[src/rtl/compound_acc_pkg.sv]
// rtl/compound_acc_pkg.sv - opcode/state types shared by the compound-assignment engine
package compound_acc_pkg;

  typedef enum logic [3:0] {
    OP_ADD  = 4'd0,
    OP_SUB  = 4'd1,
    OP_MUL  = 4'd2,
    OP_DIV  = 4'd3,
    OP_MOD  = 4'd4,
    OP_AND  = 4'd5,
    OP_OR   = 4'd6,
    OP_XOR  = 4'd7,
    OP_SHL  = 4'd8,
    OP_SHR  = 4'd9,
    OP_ASHL = 4'd10,
    OP_ASHR = 4'd11,
    OP_LOAD = 4'd12
  } cmd_op_e;

  typedef enum logic [1:0] {
    ST_IDLE   = 2'd0,
    ST_DIVIDE = 2'd1,
    ST_RESP   = 2'd2
  } state_e;

  localparam int unsigned OP_LAST_LEGAL = 12;

endpackage

[src/rtl/compound_acc_divider.sv]
// rtl/compound_acc_divider.sv - WIDTH-cycle unsigned restoring divider
module compound_acc_divider #(
  parameter int WIDTH = 8
) (
  input  logic             clk,
  input  logic             rst_n,
  input  logic             start,
  input  logic [WIDTH-1:0] dividend,
  input  logic [WIDTH-1:0] divisor,
  output logic             busy,
  output logic             done,
  output logic [WIDTH-1:0] quotient,
  output logic [WIDTH-1:0] remainder
);

  localparam int CW = $clog2(WIDTH + 1);

  logic [CW-1:0]    cnt;
  logic [WIDTH-1:0] rem_q;
  logic [WIDTH-1:0] quo_q;
  logic [WIDTH-1:0] dvs_q;
  logic [WIDTH:0]   trial;
  logic [WIDTH:0]   diff;
  logic             fits;

  // One restoring step; quotient/remainder show the post-step values so the
  // final step's result is usable on the same edge that retires it.
  always_comb begin
    trial     = {rem_q, quo_q[WIDTH-1]};
    diff      = trial - {1'b0, dvs_q};
    fits      = ~diff[WIDTH];
    remainder = fits ? diff[WIDTH-1:0] : trial[WIDTH-1:0];
    quotient  = {quo_q[WIDTH-2:0], fits};
  end

  assign busy = (cnt != '0);
  assign done = (cnt == CW'(1));

  // Load operands on start, then advance one quotient bit per cycle.
  always_ff @(posedge clk or negedge rst_n) begin
    if (!rst_n) begin
      cnt   <= '0;
      rem_q <= '0;
      quo_q <= '0;
      dvs_q <= '0;
    end else if (start) begin
      cnt   <= CW'(WIDTH);
      rem_q <= '0;
      quo_q <= dividend;
      dvs_q <= divisor;
    end else if (busy) begin
      cnt   <= cnt - CW'(1);
      rem_q <= remainder;
      quo_q <= quotient;
    end
  end

endmodule

[src/rtl/compound_acc_unit.sv]
// rtl/compound_acc_unit.sv - compound-assignment accumulator engine; DIV/MOD enabled by COMPOUND_ACC_DIV_EN
module compound_acc_unit
  import compound_acc_pkg::*;
#(
  parameter int WIDTH = 8
) (
  input  logic             clk,
  input  logic             rst_n,
  input  logic             cmd_valid,
  output logic             cmd_ready,
  input  logic [3:0]       cmd_op,
  input  logic [WIDTH-1:0] cmd_operand,
  output logic             rsp_valid,
  input  logic             rsp_ready,
  output logic [WIDTH-1:0] rsp_data,
  output logic             rsp_err,
  output logic [WIDTH-1:0] acc
);

  state_e           state;
  state_e           state_n;
  cmd_op_e          op;
  logic [WIDTH-1:0] alu_res;
  logic             alu_err;
  logic             div_start;

  assign op = cmd_op_e'(cmd_op);

`ifdef COMPOUND_ACC_DIV_EN
  logic             div_busy;
  logic             div_done;
  logic             div_is_mod;
  logic [WIDTH-1:0] div_quo;
  logic [WIDTH-1:0] div_rem;

  compound_acc_divider #(.WIDTH(WIDTH)) u_divider (
    .clk       (clk),
    .rst_n     (rst_n),
    .start     (div_start),
    .dividend  (acc),
    .divisor   (cmd_operand),
    .busy      (div_busy),
    .done      (div_done),
    .quotient  (div_quo),
    .remainder (div_rem)
  );
`endif

  // Single-cycle operators; anything unhandled here (illegal opcode, zero or
  // disabled divide) is rejected and leaves acc untouched.
  always_comb begin
    alu_res = acc;
    alu_err = 1'b0;
    case (op)
      OP_ADD:          alu_res = acc + cmd_operand;
      OP_SUB:          alu_res = acc - cmd_operand;
      OP_MUL:          alu_res = acc * cmd_operand;
      OP_AND:          alu_res = acc & cmd_operand;
      OP_OR:           alu_res = acc | cmd_operand;
      OP_XOR:          alu_res = acc ^ cmd_operand;
      OP_SHL, OP_ASHL: alu_res = acc << cmd_operand;
      OP_SHR:          alu_res = acc >> cmd_operand;
      OP_ASHR:         alu_res = $unsigned($signed(acc) >>> cmd_operand);
      OP_LOAD:         alu_res = cmd_operand;
      default:         alu_err = 1'b1;
    endcase
  end

  // Next-state and handshake outputs; cmd_ready depends on state only.
  always_comb begin
    state_n   = state;
    cmd_ready = 1'b0;
    rsp_valid = 1'b0;
    div_start = 1'b0;
    case (state)
      ST_IDLE: begin
        cmd_ready = 1'b1;
        if (cmd_valid) begin
          state_n = ST_RESP;
`ifdef COMPOUND_ACC_DIV_EN
          if ((op == OP_DIV || op == OP_MOD) && cmd_operand != '0) begin
            div_start = 1'b1;
            state_n   = ST_DIVIDE;
          end
`endif
        end
      end
`ifdef COMPOUND_ACC_DIV_EN
      ST_DIVIDE: begin
        if (div_done) begin
          state_n = ST_RESP;
        end else if (!div_busy) begin
          state_n = ST_IDLE;
        end
      end
`endif
      ST_RESP: begin
        rsp_valid = 1'b1;
        if (rsp_ready) begin
          state_n = ST_IDLE;
        end
      end
      default: state_n = ST_IDLE;
    endcase
  end

  // State register.
  always_ff @(posedge clk or negedge rst_n) begin
    if (!rst_n) begin
      state <= ST_IDLE;
    end else begin
      state <= state_n;
    end
  end

  // Accumulator and response registers; response fields only change on a
  // new result, so they hold steady throughout RESP.
  always_ff @(posedge clk or negedge rst_n) begin
    if (!rst_n) begin
      acc      <= '0;
      rsp_data <= '0;
      rsp_err  <= 1'b0;
`ifdef COMPOUND_ACC_DIV_EN
      div_is_mod <= 1'b0;
`endif
    end else if (state == ST_IDLE && cmd_valid) begin
      if (div_start) begin
`ifdef COMPOUND_ACC_DIV_EN
        div_is_mod <= (op == OP_MOD);
`endif
      end else begin
        if (!alu_err) begin
          acc <= alu_res;
        end
        rsp_data <= alu_res;
        rsp_err  <= alu_err;
      end
    end
`ifdef COMPOUND_ACC_DIV_EN
    else if (state == ST_DIVIDE && div_done) begin
      acc      <= div_is_mod ? div_rem : div_quo;
      rsp_data <= div_is_mod ? div_rem : div_quo;
      rsp_err  <= 1'b0;
    end
`endif
  end

endmodule

[config.mk]
export PLATFORM = sky130hd
export DESIGN_NAME = compound_acc_unit
export DESIGN_NICKNAME = d
export VERILOG_FILES = /design/src/rtl/compound_acc_pkg.sv /design/src/rtl/compound_acc_divider.sv /design/src/rtl/compound_acc_unit.sv
export SDC_FILE = /design/constraint.sdc
export NUM_CORES = 1
export LEC_CHECK = 0
export CORE_ASPECT_RATIO = 0.9
export CORE_MARGIN = 10
export CORE_UTILIZATION = 50
export DETAILED_ROUTE_END_ITERATION = 10
export HOLD_SLACK_MARGIN = 0.02
export MAX_ROUTING_LAYER = met4
export PLACE_DENSITY = 0.81
export SYNTH_ARGS = -nofsm -noshare
export SYNTH_HDL_FRONTEND = slang
export SYNTH_SLANG_ARGS = --single-unit
[constraint.sdc]
create_clock -name clk -period 6.4 [get_ports clk]
set_input_delay 1.92 -clock clk [delete_from_list [all_inputs] [get_ports clk]]
set_output_delay 1.92 -clock clk [all_outputs]
set_load 0.02 [all_outputs]
After elaboration in Yosys (flattened, before gate mapping):

Cells that the tools add are included.

* register bits after elaboration: 19

* equality and inequality tests: 13
* add/subtract/negate cells: 2
* reductions and logical operators: 7
* $mul: 1
* bitwise operators: 3
* shift operators: 3
* mux-type cells: 7

Operators by type and width (number)
* 8-bit one-hot mux with 10 select lines: 1
* 4-bit equality test (second input constant): 5
* 4-bit by 3-bit equality test with 1-bit output (second input constant): 3
* 11-bit OR reduction: 1
* 8-bit adder: 1
* 8-bit AND: 1
* 8-bit by 8-bit multiplier with 8-bit output: 1
* 8-bit OR: 1
* 8-bit by 8-bit << shifter with 8-bit output: 1
* 8-bit by 8-bit right shift with 8-bit output: 1
* 8-bit by 8-bit >>> shifter with 8-bit output: 1
* 8-bit subtractor: 1
* 8-bit bitwise XOR: 1
* 4-bit by 1-bit equality test with 1-bit output (second input constant): 1
* 4-bit by 2-bit equality test with 1-bit output (second input constant): 1
* 4-bit zero test: 1
* 2-bit 2-to-1 mux: 2
* 2-bit != test (second input constant): 2
* 2-bit one-hot mux with 2 select lines: 1
* 2-bit AND reduction: 2
* 1-bit 2-to-1 mux: 3
* 2-bit equality test (second input constant): 1
* 2-bit zero test: 1
* 2-bit OR reduction: 1
* 1-bit logical AND: 1

Longest topological paths before layout:

Gate-level depths: netlist (run 1).

* depth after elaboration: 3
* mapped depth: 18
* depth with buffers taken out: 17

Worst setup path after synthesis (run 1):

OpenSTA, ideal clock, no wires.

* path kind: input-to-reg
* start: input port cmd_operand[3]
* end: register acc[7]
* setup slack: 0.342 ns
* stages on the path: 17
* arrival time: 5.919 ns
* data required time: 6.261 ns
* setup time: 0.139 ns
* path buffers: 2
* cell sequence: clkbuf_1 clkbuf_1 nand2_1 fa_1 fa_1 inv_1 fa_1 inv_1 fa_1 inv_1 ha_1 a21oi_1 xnor3_1 xnor3_1 nor2_1 a211oi_2 a21oi_1

* word-level cells in the longest chain between the ends: 2
* elaborated cells on any way between the ends: 7

RTL lines
* start, declared: line compound_acc_unit.sv:12 `input logic [WIDTH-1:0] cmd_operand,`
* 8-bit by 8-bit multiplier with 8-bit output, or another cell as far along: line compound_acc_unit.sv:57 `OP_MUL: alu_res = acc * cmd_operand;`
* 8-bit one-hot mux with 10 select lines *: line compound_acc_unit.sv:54 `case (op)`
* end signal, assigned: line compound_acc_unit.sv:133 `acc <= alu_res;`
* end, declared: line compound_acc_unit.sv:17 `output logic [WIDTH-1:0] acc`

Mark *: on every way between the ends. The rest lies on a longest branch, timed or not.
A chain may end at the register's enable or synchronous reset.

Worst setup path after layout (run 1):

* start: input port cmd_operand[2]
* end: register rsp_data[7]

* word-level cells in the longest chain between the ends: 2
* elaborated cells on any way between the ends: 7

RTL lines
* 8-bit by 8-bit multiplier with 8-bit output, or another cell as far along: line compound_acc_unit.sv:57
* 8-bit one-hot mux with 10 select lines *: line compound_acc_unit.sv:54
* end signal, assigned: line compound_acc_unit.sv:135 `rsp_data <= alu_res;`
* end, declared: line compound_acc_unit.sv:15 `output logic [WIDTH-1:0] rsp_data,`

Marked as above.

==> results.md, run 1 <==
* RSZ-0062 raised after global routing: no
* Core box area at 7150 µm²
* Fraction of layout cells with a size suffix above 1 at 0.109
* Reg power frac at 0.162
* Slew Viols, Final at 0
* Vias in the first global route at 3795
* Req. time, crit path at 6.54 ns
* Drt pass-1 iters at 6
* Hold_ws at ~0.49 ns
* # H-tree levels at 1
* Worst min path class: flip-flop to flip-flop
* Critical Path Sink Type: flip-flop
* Via count at 3819
* Clock network power share at 0.059
* Leak at 1.89 nW
* Ant. Diodes at 0
* Crit path cell chain: clkdlybuf4s50_1 -> ha_1 -> inv_1 -> fa_1 -> inv_1 -> fa_1 -> ha_1 -> inv_1 -> fa_1 -> inv_1 -> ha_1 -> a21o_1 -> a21oi_1 -> xnor3_1 -> xnor3_1 -> nor2_1 -> a211oi_2 -> o21ai_1
* Max Clk Rate at 165 MHz
* Worst Path Max Fanout at 6
* Number of synthesized flops with an enable pin at 0
* Pint at 0.000774 W
* Status: complete, no violations
* Port Buffers at 34
* CTS tree: built
* Area leader, netlist: ha_1
* Synthesized area at 3720 µm²
* Commonest non-fill, non-tap cells in the layout: nor2_1, nand2_1, inv_1
* Syn Area/Cell at 7.50 µm²
* Commonest non-fill, non-tap cell in the layout: nor2_1
* Post-route minimum period at 6.04 ns
* Largest net degree at the start of global routing at 28
* Setup TNS at 0 ns
* Yosys cell types at 68
* Largest stage delay, worst path at between 0.5 and 0.6 ns
* Fin. Hold Viols at 0
* Period utilisation layout at 0.944
* Post-CTS setup buffers at 0
* Maximum vdd drop at 0.000290 V
* Die area at 11300 µm²
* P per Cell Area at 368 nW/µm²
* Ys flop type: dfrtp_1
* CTS Sinks at 18
* Seq cells post-synth at 18
* Asr flop ratio synth at 1.00
* Warning count from the yosys run at 0
* Final ANT Viol Nets at 0
* Final setup violation count at 0
* Max Root-Sink Buffers at 2
* Clock skew at 0.00274 ns
* Area share of the largest cell type after synthesis at 0.135
* Clock Latency Late Sink at 0.25 ns
* Ranking of synthesized cells by area: ha_1, dfrtp_1, fa_1, nor2_1, nand2_1
* Net Switching at 0.000788 W
* Die width at ~110 µm
* Worst rel slew slack at 0.456
* Routed WL at 12300 µm
* Post-CTS Resized at 0
* Most frequent CP cell: inv_1
* Total of max-cap violations at 0
* Nets at 591
* Cts bufs inserted at 3
* Sequential element share of the synthesized area at 0.121
* Type of the worst setup path: input pin to flip-flop
* Total grt overflow at 0
* Routed len/inst at 20.1 µm
* Chip Height at 102 µm
* Kind of start point of the critical path: input pin
* Least-Margin Pin Slew at between 0.8 and 0.9 ns
* Initial Util at 0.520
* Number of remaining DRC errors at 0
* Placer Congestion at 0.951
* Gate power share at 0.778
* Cells after Synth at 496
* Starting DRT DRC Count at 454
* CP arrival at between 6 and 7 ns
* Clock slew at reported path FFs at 0.07 ns
* Vias/cell at between 6 and 7
* Sw frac at 0.505
* Buf+Inv Stages, Crit Path at 5
* Hpwl dp at 9440 µm
* Rows at 29
* Fillers at between 600 and 700
* Clk root buf: clkbuf_8
* Syn_nets at 565
* Initial antenna violation count at 0
* Hold-fix buffers, CTS at 0
* Io pins at 35
* First-pass GRT wire length at 19900 µm
* Layout area overhead at 14.3%
* Slowest cell on the critical path: clkdlybuf4s50_1
* GRT Total Usage at 0.219
* Cell family with most CP delay: adder cells
per-layer routing:
metal | GRT usage | part of all wire
met5 | - | 0
met4 | 0.0530 | 0.020
met3 | 0.0469 | 0.092
met2 | 0.347 | 0.45
met1 | 0.280 | 0.43
tightest hold or removal path, stage by stage, from the launching register on:
cell	delay [ns]
dfrtp_1	0.35
nand2_1	0.05
o31ai_1	0.06
Yosys cell counts, types with 6 or more instances:
cell type,instances
nor2_1,60
clkbuf_1,16
mux4_2,6
xnor2_1,18
buf_2,15
a21oi_1,35
buf_1,6
nand4_1,6
inv_1,43
nand3_1,8
ha_1,40
dfrtp_1,18
nor2b_1,6
o21ai_1,6
nand2_1,54
o21ai_0,27
nor3_1,11
fa_1,13
logic make-up (layout without fill, tap and decap cells):
logic type               Yosys count  after routing  synth area share
AO/OA/AOI/OAI                    128            128             0.233
XOR/XNOR                          25             25            0.0663
multiplexers                      13             13            0.0558
adder cells (fa/ha/maj)           53             53             0.205
flip-flops                        18             18             0.121
buffers and inverters             85            110            0.0928
AND/OR/NAND/NOR                  174            174             0.227
power groups by stage:
stage                     logic (W)  registers [W]  clock network (W)
final                       0.00122       0.000253          0.0000929
after global routing        0.00135       0.000257          0.0000998
after CTS                   0.00122       0.000248          0.0000950
after detailed placement    0.00121       0.000250                  0
after global placement      0.00118       0.000247                  0
after floorplan            0.000835       0.000235                  0
state kept, by name, indices dropped and copies added, names as in the netlist:
signal,flops
acc,8
rsp_data,8
rsp_err,1
state,1
stage by stage:
| step | setup slack (ns) | utilization | area [µm²] | instances | power [W] |
|---|---|---|---|---|---|
| global placement | 0.113 | 0.587 | 4200 | 610 | 0.00143 |
| finish | 0.356 | 0.595 | 4250 | 614 | 0.00156 |
| global route | 0.166 | 0.595 | 4250 | 614 | 0.00171 |
| detailed placement | 0.0959 | 0.587 | 4200 | 610 | 0.00146 |
| CTS | 0.359 | 0.595 | 4250 | 614 | 0.00156 |
| floorplan | 0.342 | - | 3720 | 496 | 0.00107 |
area by class of cell:
class	instances	area, µm²	share of cell area
Clock buffer	4	55.1	0.0130
Timing Repair Buffer	59	528	0.124
Inverter	47	176	0.0415
Sequential cell	18	450	0.106
Tap cell	93	116	0.0274
Multi-Input combinational cell	393	2920	0.688
final timing paths:
check | from | cells past startpoint | end | slack [ns]
min in group asynchronous | rst_n | 1 | acc[3] | 2.13
worst min register to register | rsp_data[3] | 2 | rsp_data[3] | 0.49
worst max-delay path | cmd_operand[2] | 18 | rsp_data[7] | 0.36
worst min-delay path | rsp_data[3] | 2 | rsp_data[3] | 0.49
worst max register to register | acc[3] | 16 | rsp_data[7] | 1.72
max in group asynchronous | rst_n | 1 | rsp_data[2] | 3.76
(Power assumes the default switching activity.)
==> run 2, diff against run 1 <==
--- a/config.mk
+++ b/config.mk
@@ -5,6 +5,7 @@
 export SDC_FILE = /design/constraint.sdc
 export NUM_CORES = 1
 export LEC_CHECK = 0
+export CAP_MARGIN = 20
 export CORE_ASPECT_RATIO = 0.9
 export CORE_MARGIN = 10
 export CORE_UTILIZATION = 50
@@ -12,6 +13,7 @@
 export HOLD_SLACK_MARGIN = 0.02
 export MAX_ROUTING_LAYER = met4
 export PLACE_DENSITY = 0.81
+export SKIP_LAST_GASP = 1
 export SYNTH_ARGS = -nofsm -noshare
 export SYNTH_HDL_FRONTEND = slang
 export SYNTH_SLANG_ARGS = --single-unit
==> results of run 2 <==
The final DEF is identical to that of run 1; final timing and power are the same.
==> RTL edit, RTL diff (flow settings as in run 2) <==
The parameter `WIDTH` goes from 8 to 6.
--- a/src/rtl/compound_acc_unit.sv
+++ b/src/rtl/compound_acc_unit.sv
@@ -3,5 +3,5 @@
   import compound_acc_pkg::*;
 #(
-  parameter int WIDTH = 8
+  parameter int WIDTH = 6
 ) (
   input  logic             clk,
Interface: changed (resized acc, cmd_operand and rsp_data); port bits go from 35 to 29. No check against the original RTL was run, so the function may have changed too.
==> RTL edit against run 2 <==
Final cell count shrank 36%. Wire length decreased by 35%. First-iteration DRC count is 9.7% lower. Design area fell by 33%. Sequential share of layout area grew 1.8 points. Area after synthesis shrank 34%. Setup slack gained 0.44 ns. Sequential cell count fell by 4. Critical endpoint is now rsp_data[5]. Total power shrank 50%.
==> RTL edit: results (changes against run 2) <==
Outcome
  – Status: completed

Global routing
  – Vias in the first global route: 2511 (-34%)
  – Global-route wire length before repair: 13010 um (-35%)
  – Total Routing Usage GR: 20.33% (-1.6 points)
  – Largest net degree at the start of global routing: 24 (-14%)

STA
  – Slew margin rel.: 59.48% (+14 points)
  – Skew final: 0.006571 ns (+0.003827 ns)
  – Final setup fails: 0 (unchanged)

Setup path
  – Crit path DAT: 5.73 ns (-0.45 ns)
  – Largest fanout on the critical path: 7 (+1)
  – Worst path max stage delay: 0.57 ns (-0.02 ns)

Placement
  – Number of buffers added on ports: 28 (-18%)
  – Pre-CTS setup slack: 0.5709 ns (+0.4749 ns)
  – Routability cong.: 1.133 (+19%)
  – Area after DPL: 2781 sq um (-34%)
  – Post-DP HPWL: 6063 um (-36%)

Finish
  – Largest registers: acc (6), rsp_data (6)
  – Fillers: 421 (-37%)
  – Nets: 377 (-36%)
  – Layout cell share with drive strength beyond 1: 6.344% (-4.6 points)

Route
  – 1st-pass router iterations: 5 (-1)
  – Via density: 6.601 (+6.1%)
  – Final WL: 8037 um (-35%)
  – DR iter-0 viols: 410 (-9.7%)

Power
  – Worst VDD drop: 225.7 uV (-22%)
  – Static Leak: 0.001209 uW (-36%)

Synthesis
  – Number of distinct library cells after synthesis: 59 (-13%)
  – Post-Synthesis Net Count: 358 (-37%)
  – Sequential area share after synthesis: 14.33% (+2.2 points)
  – Top cells by count, synth: ha_1 (25), nand2_1 (25), o21ai_0 (25)
  – Synth area leaders: dfrtp_1 (14%), ha_1 (13%), mux2i_1 (5.3%)

Worst hold path
  – Hold Path Class: reg -> reg
## RTL edit: where the power goes
group | internal, uW | total, uW | switching (uW)
clock | 54.5 | 87.0 | 32.5
sequential | 115 | 182 | 67.8
combinational | 243 | 515 | 272
## RTL edit: worst max-delay path, delay by kind of cell
family	cells	cell delay [ns]
AO/OA/AOI/OAI	2	0.41
XOR/XNOR	2	0.58
adder cells (fa/ha/maj)	5	2.09
buffers and inverters	1	0.57
multiplexers	1	0.14
## RTL edit: path summary, 6_finish.rpt
kind | from | to | slack [ns] | cells past startpoint
worst max-delay path | cmd_operand[2] | rsp_data[5] | 0.80 | 11
worst min-delay path | rsp_data[1] | rsp_data[1] | 0.48 | 2
worst max register to register | acc[3] | rsp_data[5] | 2.30 | 11
worst min register to register | rsp_data[1] | rsp_data[1] | 0.48 | 2
max in group asynchronous | rst_n | state[1] | 3.95 | 1
min in group asynchronous | rst_n | acc[0] | 2.05 | 1
## RTL edit: through the flow
stage | total power [uW] | hold slack, ns | instances
CTS | 777.3 | 0.4926 | 396
global placement | 680.6 | 0.4674 | 392
global route | 844.5 | 0.5201 | 396
floorplan | 514.3 | 0.5842 | 313
detailed placement | 686.0 | 0.4799 | 392
finish | 784.9 | 0.4846 | 396
## RTL edit: per-layer routing
| layer | part of all wire, % | track usage [%] | vias to the layer above |
|---|---|---|---|
| met1 | 40 | 26.25 | 1195 |
| li1 | - | - | 1176 |
| met4 | 3.5 | 6.069 | 0 |
| met2 | 44 | 30.63 | 213 |
| met3 | 12 | 4.927 | 30 |
| met5 | 0 | - | - |
## RTL edit: area by class of cell
cell class | count | area, sq um | share of cell area (%)
multi-input cells | 259 | 1934 | 68.20
repair buffers | 38 | 355.3 | 12.53
inverters | 16 | 60.06 | 2.117
clock buffers | 4 | 55.05 | 1.941
well taps | 65 | 81.33 | 2.867
flip-flops and latches | 14 | 350.3 | 12.35
## RTL edit: cell families after synthesis
group | count (synthesis) | share of synthesized area, %
mux | 15 | 7.318
flops | 14 | 14.33
buf+inv | 40 | 6.551
compound gates | 94 | 24.98
xor+xnor | 15 | 6.499
fa+ha+maj | 31 | 17.71
simple gates | 104 | 22.62
